==> src/rtl/pwm_capture.sv <==
// PWM capture: measures high time and period per rising-edge frame, with a timeout report for flat inputs.
// Optional input debounce is enabled by defining PWM_CAP_FILTER_EN.
module pwm_capture #(
    parameter logic [31:0] TIMEOUT_CYCLES = 32'd4000,
    parameter int unsigned FILTER_LEN     = 3
) (
    input  logic        clk,
    input  logic        reset,
    input  logic        enable,
    input  logic        pwm_in,
    output logic [31:0] high_time,
    output logic [31:0] period,
    output logic        valid,
    output logic        timeout,
    output logic        level
);

    typedef enum logic [1:0] {
        IDLE    = 2'd0,
        ARM     = 2'd1,
        MEASURE = 2'd2
    } state_t;

    state_t      state_q, state_d;
    logic [2:0]  sync_q, sync_d;
    logic [31:0] cnt_q, cnt_d;
    logic [31:0] hi_cnt_q, hi_cnt_d;
    logic [31:0] high_time_q, high_time_d;
    logic [31:0] period_q, period_d;
    logic        valid_q, valid_d;
    logic        timeout_q, timeout_d;
    logic        level_q, level_d;

    logic        lvl;
    logic        lvl_prev;
    logic        rise;

    // sync_q[0] = s0, sync_q[1] = s1, sync_q[2] = s2
    assign sync_d = {sync_q[1:0], pwm_in};

`ifdef PWM_CAP_FILTER_EN
    localparam int RUN_W = $clog2(FILTER_LEN + 1);

    logic             deb_q, deb_d;
    logic             deb_dly_q, deb_dly_d;
    logic [RUN_W-1:0] run_q, run_d;

    // Debounced level flips only after FILTER_LEN consecutive samples disagree with it.
    always_comb begin
        deb_d     = deb_q;
        run_d     = '0;
        deb_dly_d = deb_q;
        if (sync_q[1] != deb_q) begin
            if (run_q == RUN_W'(FILTER_LEN - 1)) begin
                deb_d = sync_q[1];
            end else begin
                run_d = run_q + 1'b1;
            end
        end
    end

    always_ff @(posedge clk or posedge reset) begin
        if (reset) begin
            deb_q     <= 1'b0;
            deb_dly_q <= 1'b0;
            run_q     <= '0;
        end else begin
            deb_q     <= deb_d;
            deb_dly_q <= deb_dly_d;
            run_q     <= run_d;
        end
    end

    assign lvl      = deb_q;
    assign lvl_prev = deb_dly_q;
`else
    assign lvl      = sync_q[1];
    assign lvl_prev = sync_q[2];
`endif

    assign rise = lvl & ~lvl_prev;

    always_comb begin
        state_d     = state_q;
        cnt_d       = cnt_q;
        hi_cnt_d    = hi_cnt_q;
        high_time_d = high_time_q;
        period_d    = period_q;
        valid_d     = 1'b0;
        timeout_d   = timeout_q;
        level_d     = level_q;

        if (!enable) begin
            state_d  = IDLE;
            cnt_d    = '0;
            hi_cnt_d = '0;
        end else begin
            case (state_q)
                IDLE: begin
                    cnt_d    = '0;
                    hi_cnt_d = '0;
                    state_d  = ARM;
                end
                ARM: begin
                    if (rise) begin
                        cnt_d    = 32'd1;
                        hi_cnt_d = 32'd1;
                        state_d  = MEASURE;
                    end
                end
                MEASURE: begin
                    // An edge takes priority over a coincident timeout.
                    if (rise) begin
                        period_d    = cnt_q;
                        high_time_d = hi_cnt_q;
                        timeout_d   = 1'b0;
                        valid_d     = 1'b1;
                        cnt_d       = 32'd1;
                        hi_cnt_d    = 32'd1;
                    end else if (cnt_q == TIMEOUT_CYCLES) begin
                        period_d    = TIMEOUT_CYCLES;
                        high_time_d = lvl ? TIMEOUT_CYCLES : 32'd0;
                        level_d     = lvl;
                        timeout_d   = 1'b1;
                        valid_d     = 1'b1;
                        cnt_d       = '0;
                        hi_cnt_d    = '0;
                        state_d     = ARM;
                    end else begin
                        cnt_d = cnt_q + 32'd1;
                        if (lvl) begin
                            hi_cnt_d = hi_cnt_q + 32'd1;
                        end
                    end
                end
                default: begin
                    state_d  = IDLE;
                    cnt_d    = '0;
                    hi_cnt_d = '0;
                end
            endcase
        end
    end

    always_ff @(posedge clk or posedge reset) begin
        if (reset) begin
            state_q     <= IDLE;
            sync_q      <= '0;
            cnt_q       <= '0;
            hi_cnt_q    <= '0;
            high_time_q <= '0;
            period_q    <= '0;
            valid_q     <= 1'b0;
            timeout_q   <= 1'b0;
            level_q     <= 1'b0;
        end else begin
            state_q     <= state_d;
            sync_q      <= sync_d;
            cnt_q       <= cnt_d;
            hi_cnt_q    <= hi_cnt_d;
            high_time_q <= high_time_d;
            period_q    <= period_d;
            valid_q     <= valid_d;
            timeout_q   <= timeout_d;
            level_q     <= level_d;
        end
    end

    assign high_time = high_time_q;
    assign period    = period_q;
    assign valid     = valid_q;
    assign timeout   = timeout_q;
    assign level     = level_q;

endmodule

==> config.mk <==
export PLATFORM = sky130hd
export DESIGN_NAME = pwm_capture
export DESIGN_NICKNAME = d
export VERILOG_FILES = /design/src/rtl/pwm_capture.sv
export SDC_FILE = /design/constraint.sdc
export NUM_CORES = 1
export LEC_CHECK = 0
export BUFFER_PORTS_ARGS = -buffer_cell sky130_fd_sc_hd__buf_2
export CORE_MARGIN = 1
export CORE_UTILIZATION = 45
export DETAILED_ROUTE_END_ITERATION = 16
export PLACE_DENSITY = 0.66
export SYNTH_ARGS = -nofsm -noshare
export SYNTH_HDL_FRONTEND = slang
export SYNTH_SLANG_ARGS = --single-unit
==> constraint.sdc <==
create_clock -name clk -period 4.1 [get_ports clk]
set_clock_uncertainty 0.1 [all_clocks]
set_input_delay 0.41 -clock clk [delete_from_list [all_inputs] [get_ports clk]]
set_output_delay 0.41 -clock clk [all_outputs]
set_load 0.02 [all_outputs]
==> out/results.tsv, run 1 <==
metric	value	unit
design.core.area	13450	um2
ff2ff_path_depth	5	
tightest_slew	0.9437	ns
setup_ws	1.170	ns
clk_root_buffer_cell	clkbuf_16	
worstPathArrival	3.17	ns
relSlewSlack	36.94	%
grt_setup_unrepaired	no	
place_inst	822	
numPortBuffers	70	
crit_required	4.34	ns
clock_sinks	136	
seq_area_frac_synth	53.80	%
grt_start_max_net_pins	87	
worst_ir_drop_vdd	0.3092	mV
startpoint_type	flip-flop	
fin_crit_sh	71.46	%
drt_iter0_markers	494	
diodes	0	
layoutNonFillerInstCount	856	
dp_hpwl	10220	um
dpl-instance-area	6865	um2
gp_congestion	0.8962	
netlist.area_leader.share	53.80	%
finish.net_count	676	
synth_seq_cells	136	
hold_class	primary input to flip-flop	
hold_viol_final	0	
synth_area_leaders	dfrtp_1 54%, a22o_1 8.3%, o21ai_0 2.7%, xnor2_1 2.4%, a21oi_1 2.1%	
ys_warn_count	0	
cts.path.max_buffers	2	
grt_use_total	22.87	%
clock_latency	0.42	ns
fin_area	7577	um2
antenna_left	0	
status	finished clean	
syn_area	6326	um2
ioPinCount	71	
grt_first_pass_wirelength	25950	um
maxCapViolations	0	
crit_path_max_fanout	14	
cts_tree	done	
route.detailed.drc	0	
syn_area_per_cell	10.60	um2
n_fill_cell	1193	
first_pass_iters	5	
dieHeight	120.6	um
vias_per_cell	6.134	
power.density	449.3	nW/um2
synth_enable_flop_cells	0	
whs_path_depth	3	
synthDistinctLibCells	56	
dp_slack	1.226	ns
cts_setup_buffers	0	
multi_input_area	2706	um2
grt_overflow	0	
p_leak	0.003417	uW
drt_wl_total	15470	um
drive_above_1_share	18.24	%
synthFlopType	dfrtp_1	
grt_pass1_vias	5013	
num_vias	5251	
period_minus_slack	2.930	ns
setup_viol	0	
tns	0	ns
synth_top_area_cell	dfrtp_1	
numCtsBuffers	17	
htreeDepth	4	
ff_latch_area	3403	um2
avgRoutedWirePerCell	18.07	um
slew_viol_final	0	
crit_type	flip-flop to flip-flop	
endpoint_kind	flip-flop	
async_flop_share	100.0	%
synth_fp_nets	606	
core.rowCount	42	
antenna_found_initial	0	
die_w	120.6	um
dieArea	14540	um2
initial_core_util	47.02	%
clkSlewWorstSetupHoldPaths	0.06	ns
area_delta_synth_final	19.78	%
timing.fmax	0.3413	GHz
fin_hold_ws	0.1716	ns
syn-instance-count	597	
[per-stage QoR]
step	utilization (%)	power [uW]
finish	56.32	3405
floorplan	-	1561
CTS	56.32	3434
global placement	51.03	1633
global route	56.32	3516
detailed placement	51.03	1638
[power by group]
group	total (uW)	switching, uW	internal, uW
logic	216	150	65.7
clock network	1790	571	1220
registers	1400	22.5	1380
total	3400	744	2660
[cell usage after synthesis (all sizes together), types with 4 or more instances]
cell type and instances:
ha 5, xnor2 17, and3 9, nor2 34, or3 13, mux2i 6, a211o 4, nor3 13
inv 23, clkbuf 16, o21ai 36, nor4 19, and4 11, nand2 29, a21o 5, a22o 60
o211ai 12, nand3 26, o22a 4, buf 16, o31ai 11, or4 15, dfrtp 136, a21oi 26
nand4 16, a211oi 4
[cell type report]
class                   count  area share [%]
flip-flops and latches    136           44.91
repair buffers             83           6.143
clock buffers              20           5.895
multi-input cells         406           35.72
inverters                  23           1.189
clock inverters            12           3.236
well taps                 176           2.906
[worst paths after layout]
path                                  to  slack [ns]  startpoint
setup / recovery               cnt_q[27]        1.17   sync_q[1]
max in group asynchronous    hi_cnt_q[4]        2.74       reset
hold / removal                state_q[1]        0.17      enable
hold reg to reg                sync_q[1]        0.26   sync_q[0]
min in group asynchronous  high_time[27]        0.39       reset
setup reg to reg               cnt_q[27]        1.17   sync_q[1]
[flip-flops by register name, indices dropped and copies added, names as in the netlist]
| name | cells |
|---|---|
| cnt_q | 32 |
| sync_q | 3 |
| timeout | 1 |
| high_time | 32 |
| valid | 1 |
| state_q | 2 |
| level | 1 |
| hi_cnt_q | 32 |
| period | 32 |
[layout by cell type, fill, tap and decap left out, types with 3 or more instances in the layout]
master / synthesis / layout
or4_1: 15 / 15
a22o_1: 60 / 60
clkbuf_16: 0 / 17
inv_1: 22 / 21
and3_1: 9 / 9
bufinv_16: 0 / 7
o21ai_0: 34 / 34
nor3_1: 13 / 13
xnor2_1: 17 / 17
ha_1: 5 / 5
o31ai_1: 11 / 11
nor4_1: 19 / 19
nor2b_1: 3 / 3
and2_1: 3 / 3
o211ai_1: 11 / 11
nand3_1: 25 / 25
nor2_1: 34 / 33
nand4_1: 15 / 15
or3_1: 13 / 13
a211oi_1: 4 / 4
a31oi_1: 3 / 3
a21oi_1: 26 / 26
a211o_1: 4 / 4
dfrtp_1: 136 / 136
mux2i_1: 6 / 6
buf_4: 1 / 10
nand2_1: 29 / 29
a21o_1: 5 / 5
o22a_1: 4 / 4
buf_2: 14 / 70
and4_1: 10 / 10
[timing repair]
item / in CTS / in global routing
endpoints found under the hold margin: 12 / 0
hold buffers: 2 / 0
endpoints found under the setup margin: 0 / 0
gates resized for setup: 0 / 0
[per-layer routing]
metal,vias up,wire length [um],GRT usage (%)
met5,-,0,0
met4,0,238,8.642
met3,21,784,4.292
met2,162,7270,34.95
met1,2659,7179,32.36
li1,2409,-,-
[critical path, stage by stage (launching register included)]
cell and delay, ns:
dfrtp_1 0.57, nor2b_1 0.55, o211ai_1 0.41, or4_1 0.65, or3_1 0.41, a21oi_1 0.17
[cell families (layout without fill, tap and decap cells)]
group                    count (synthesis)  in the layout  synth area share [%]
AO/OA/AOI/OAI                          176            176                 19.96
multiplexers                             6              6                0.9494
adder cells (fa/ha/maj)                  5              5                0.9889
buffers and inverters                   55            138                 3.600
AND/OR/NAND/NOR                        202            202                 18.35
flip-flops                             136            136                 53.80
XOR/XNOR                                17             17                 2.354
No activity file was read; power rests on OpenSTA's default activity.
==> inputs of run 2 (changes only) <==
ABC_AREA = 1   (was default)
PLACE_DENSITY = default   (was 0.66)
clock period = 2.7 ns   (was 4.1 ns; I/O delays follow)
==> out/results.tsv, run 2 <==
metric	value	unit
p_leak	0.003826	uW
grt_first_pass_wirelength	30730	um
gp_congestion	0.9105	
maxCapViolations	0	
cts_tree	done	
power.density	637.8	nW/um2
syn_area_per_cell	7.566	um2
ctsResizeCount	0	
setup_viol	0	
vias_per_cell	5.092	
clock_sinks	136	
first_pass_iters	4	
critPathMaxStageDelay	0.39	ns
slew_viol_final	0	
clkSlewWorstSetupHoldPaths	0.06	ns
synth_enable_flop_cells	0	
antenna_found_initial	0	
crit_chain	inv_1 -> ha_1 -> nand2_1 -> nor2_4 -> inv_1 -> buf_4 -> o21ai_0	
grt_setup_unrepaired	no	
synthDistinctLibCells	33	
r2r_slack	0.41	ns
path_common_cell	inv_1	
grt_use_total	23.90	%
grt_start_max_net_pins	137	
cp-startpoint	state_q[0]	
initial_core_util	46.79	%
fin_hold_ws	-0.03223	ns
syn-instance-count	954	
synth_area_leaders	dfrtp_1 47%, nand2_1 13%, inv_1 6.4%, nor2_1 6.2%, o21ai_0 4.9%	
final_cell_mix	242 x nand2_1, 136 x dfrtp_1, 123 x inv_1	
worstPathArrival	2.52	ns
avgRoutedWirePerCell	14.65	um
cts_hold_buf	1	
syn_area	7218	um2
die_w	128.7	um
status	finished, violations left	
tns	0	ns
diodes	0	
numPortBuffers	70	
synth_seq_cells	136	
hold_viol_final	28	
finish.net_count	1033	
area_delta_synth_final	14.61	%
worst_ir_drop_vdd	0.5026	mV
layoutNonFillerInstCount	1248	
netlist.area_leader.share	47.15	%
ioPinCount	71	
synth_fp_nets	963	
dieArea	16550	um2
synth_commonest_cells	243 x nand2_1, 136 x dfrtp_1, 124 x inv_1	
grt_overflow	0	
hold_class	primary input to asynchronous set/reset pin	
clk_root_buffer_cell	clkbuf_16	
antenna_left	0	
grt_pass1_vias	5885	
num_vias	6355	
ys_warn_count	0	
dieHeight	128.7	um
utilization	53.63	%
synthFlopType	dfrtp_1	
place_inst	1215	
drive_above_1_share	15.62	%
htreeDepth	4	
core.rowCount	45	
timing.fmax	0.4374	GHz
drt_wl_total	18290	um
clock_latency	0.43	ns
crit_path_max_fanout	24	
reg2reg_from	state_q[0]	
n_fill_cell	1540	
cts.path.max_buffers	2	
violations	negative hold slack	
synth_top_area_cell	dfrtp_1	
crit_required	2.94	ns
cpMaxStageDelayCell	dfrtp_1	
layout_commonest_cell	nand2_1	
endpoint	period[28]	
fin_crit_sh	84.69	%
tightest_slew	0.7355	ns
crit_type	flip-flop to flip-flop	
route.detailed.drc	0	
async_flop_share	100.0	%
dp_hpwl	12750	um
synth.most_common_cell	nand2_1	
endpoint_kind	flip-flop	
startpoint_type	flip-flop	
cts_setup_buffers	0	
design.core.area	15430	um2
relSlewSlack	50.97	%
drt_iter0_markers	465	
seq_area_frac_synth	47.15	%
reg2reg_to	period[28]	
period_minus_slack	2.286	ns
numCtsBuffers	17	
ff2ff_path_depth	7	
-- run 2: cell count changes after synthesis, moves of 17 or more --
| cell | before | now |
|---|---|---|
| nand2_1 | 29 | 243 |
| inv_1 | 22 | 124 |
| nor2_1 | 34 | 120 |
| a22o_1 | 60 | 1 |
| o21ai_0 | 34 | 71 |
| nand4_1 | 15 | 41 |
| nand3_1 | 25 | 45 |
| xnor2_1 | 17 | 0 |
-- run 2: stage by stage --
step | power (uW) | worst slack [ns] | area (um2)
6_report | 5277 | 0.4135 | 8273
5_1_grt | 5541 | 0.2036 | 8273
4_1_cts | 5322 | 0.4061 | 8273
3_5_place_dp | 3182 | 0.4232 | 7722
3_3_place_gp | 3178 | 0.3785 | 7722
2_1_floorplan | 2962 | 0.6369 | 7222
-- run 2: cells by family (layout without fill, tap and decap cells) --
kind of cell               Yosys count  after routing  synth area share (%)
and+or+nand+nor                    516            516                 32.21
buffers and inverters              167            250                 10.11
DFF                                136            136                 47.15
AOI/OAI and AO/OA                  122            122                 8.702
xor gates and xnor gates             8              8                0.9707
adders and majority gates            5              5                0.8667
-- run 2: worst min path at each step --
stage | cells after the start | end | from | slack, ns
3_3_place_gp | 0 | sync_q[1] | sync_q[0] | 0.23
5_1_grt | 3 | period[12] | reset | 0.06
4_1_cts | 3 | period[18] | reset | 0.002
3_5_place_dp | 0 | sync_q[1] | sync_q[0] | 0.26
2_1_floorplan | 0 | sync_q[0] | pwm_in | 0.20
6_report | 3 | period[18] | reset | -0.03
-- run 2: cell type report --
type | instances | area (um2) | share of cell area (%)
Sequential cell | 136 | 3403 | 41.14
Multi-Input combinational cell | 651 | 3088 | 37.33
Inverter | 138 | 524.3 | 6.337
Timing Repair Buffer | 80 | 452.9 | 5.475
Clock buffer | 18 | 439.2 | 5.309
Tap cell | 211 | 264.0 | 3.191
Clock inverter | 14 | 101.3 | 1.225
-- run 2: worst max-delay path, delay by kind of cell, from the launching register on --
| kind | cells | cell delay, ns |
|---|---|---|
| buf+inv | 3 | 0.83 |
| simple gates | 2 | 0.44 |
| flops | 1 | 0.39 |
| fa+ha+maj | 1 | 0.23 |
| compound gates | 1 | 0.19 |
-- run 2: power breakdown --
group / switching (uW) / total (uW) / internal (uW)
sequential: 68.7 / 2230 / 2160
combinational: 665 / 918 / 253
clock: 933 / 2130 / 1200
-- run 2: layer usage --
| metal | vias up | global-route usage (%) | share of wire, % |
|---|---|---|---|
| met4 | 0 | 6.436 | 1.1 |
| met2 | 173 | 32.37 | 40 |
| met3 | 15 | 4.449 | 4.7 |
| li1 | 3203 | - | - |
| met1 | 2964 | 38.28 | 54 |
| met5 | - | 0 | 0 |
==> inputs of run 3 (changes only) <==
ABC_AREA = 0   (was 1)
PLACE_DENSITY = 0.66   (was default)
clock period = 1.9 ns   (was 2.7 ns; I/O delays follow)
==> out/results.tsv, run 3 (synthesis results as in run 1) <==
metric	value	unit
status	finished, violations left	
violations	negative setup slack	
reg2reg_to	high_time[3]	
crit_required	2.12	ns
numCtsBuffers	17	
grt_use_total	26.59	%
vias_per_cell	6.017	
path_delay_family	simple AND/OR/NAND/NOR gates	
cp-startpoint	cnt_q[1]	
worst-path-stages	9	
startpoint_type	flip-flop	
numPortBuffers	70	
ioPinCount	71	
gp_congestion	0.9161	
crit_type	flip-flop to flip-flop	
p_seq_share	42.5	%
crit_path_max_fanout	7	
endpoint_kind	flip-flop	
cpMaxStageDelayCell	dfrtp_1	
crit_chain	inv_2 -> ha_4 -> nor4b_4 -> and4_4 -> buf_6 -> nand2_4 -> a21o_4 -> clkbuf_16 -> a22o_1	
drt_wl_total	20380	um
power.density	742.1	nW/um2
setup_viol	132	
fin_crit_sh	121.4	%
clk_root_buffer_cell	clkbuf_16	
drt_iter0_markers	550	
grt_setup_unrepaired	yes	
clock_sinks	136	
worst_ir_drop_vdd	0.5935	mV
dieHeight	120.6	um
p_clk_share	47.3	%
period_minus_slack	2.307	ns
route.detailed.drc	0	
area_delta_synth_final	51.40	%
clock_latency	0.44	ns
diodes	0	
slew_viol_final	0	
initial_core_util	47.02	%
endpoint	high_time[3]	
die_w	120.6	um
design.core.area	13450	um2
reg2reg_from	cnt_q[1]	
grt_overflow	0	
first_pass_iters	5	
antenna_left	0	
hold_class	primary input to flip-flop	
critPathMaxStageDelay	0.39	ns
n_fill_cell	954	
p_total	7107	uW
clkSlewWorstSetupHoldPaths	0.06	ns
cts_tree	done	
r2r_slack	-0.41	ns
antenna_found_initial	0	
dieArea	14540	um2
power.switching	1748	uW
worstPathArrival	2.52	ns
dpl-instance-area	8088	um2
cts.path.max_buffers	2	
fin_area	9578	um2
tightest_slew	0.6612	ns
setup_ws	-0.4074	ns
finish.net_count	850	
relSlewSlack	55.66	%
final_cell_mix	149 x buf_4, 136 x dfrtp_1, 70 x buf_2	
grt_first_pass_wirelength	29880	um
ff2ff_path_depth	9	
p_leak	0.004438	uW
drive_above_1_share	44.15	%
core.rowCount	42	
layout_commonest_cell	buf_4	
timing.fmax	0.4334	GHz
hold_viol_final	0	
avgRoutedWirePerCell	19.79	um
grt_pass1_vias	5894	
htreeDepth	4	
worstPathBufferInverterCount	3	
p_sw_share	24.59	%
comb_power_share	10.2	%
p_int	5360	uW
maxCapViolations	0	
num_vias	6198	
grt_start_max_net_pins	88	
dp_hpwl	12400	um
run 3: cell types whose count changed in the layout (fill, tap and decap cells not counted), moves of 15 or more:
cell,before,now
inv_1,123,18
a22o_1,1,60
buf_4,7,149
nand3_1,45,24
xnor2_1,0,17
nand2_1,242,23
buf_6,0,15
nor3_1,27,11
o21ai_0,71,25
nand4_1,41,15
nor2_1,120,30
run 3: worst min-delay path by stage:
stage | from | endpoint | slack, ns | cells after the start
floorplan | pwm_in | sync_q[0] | 0.12 | 0
global placement | reset | period[31] | 0.21 | 3
detailed placement | pwm_in | sync_q[0] | 0.20 | 1
CTS | enable | state_q[1] | 0.19 | 5
global route | enable | state_q[1] | 0.22 | 5
finish | enable | state_q[1] | 0.22 | 5
run 3: per-stage QoR:
stage / TNS, ns / hold slack [ns] / std cells / setup slack, ns / util (%)
2_1_floorplan: -26.04 / 0.1214 / 597 / -0.1962 / -
6_report: -44.41 / 0.2228 / 1030 / -0.4074 / 71.20
3_3_place_gp: -32.78 / 0.2107 / 963 / -0.3801 / 60.12
3_5_place_dp: -34.73 / 0.2039 / 963 / -0.4112 / 60.12
5_1_grt: -54.90 / 0.2245 / 1030 / -0.4776 / 71.20
4_1_cts: -33.15 / 0.1873 / 1008 / -0.3449 / 66.29
run 3: layer usage:
| metal | vias up | GRT usage [%] | wire (um) |
|---|---|---|---|
| met3 | 42 | 5.708 | 1478 |
| met5 | - | 0 | 0 |
| met2 | 276 | 39.98 | 9648 |
| met4 | 0 | 11.42 | 391 |
| met1 | 3099 | 37.13 | 8863 |
| li1 | 2781 | - | - |
run 3: power by group through the flow:
stage	sequential (uW)	combinational, uW	clock (uW)
3_5_place_dp	3060	588	0
5_1_grt	3030	776	3500
6_report	3020	728	3360
3_3_place_gp	3060	576	0
2_1_floorplan	3140	247	0
4_1_cts	3020	641	3380
run 3: final cells by class:
cell class                 instances  area [um2]  share of cell area [%]
inverter                          23       102.6                   1.071
clock inverter                    12       151.4                   1.581
clock buffer                      20       446.7                   4.664
multi-input combinational        411        3264                   34.08
timing repair buffer             251        1973                   20.60
tap                              176       220.2                   2.299
sequential                       136        3403                   35.53
timing repair inverter             1       16.27                  0.1698
run 3: worst reg2reg max path: stages (launching register included):
cell	delay, ns
dfrtp_1	0.39
inv_2	0.08
ha_4	0.12
nor4b_4	0.27
and4_4	0.37
buf_6	0.13
nand2_4	0.06
a21o_4	0.29
clkbuf_16	0.19
a22o_1	0.18
run 3: what timing repair did:
| action | 4_1_cts | 5_1_grt |
|---|---|---|
| hold endpoints to repair | 137 | 0 |
| hold buffers | 2 | 0 |
| gates cloned | 4 | 10 |
| setup endpoints to repair | 131 | 132 |
| resized for setup | 31 | 84 |
| buffers inserted | 7 | 12 |
| pin swaps | 12 | 34 |
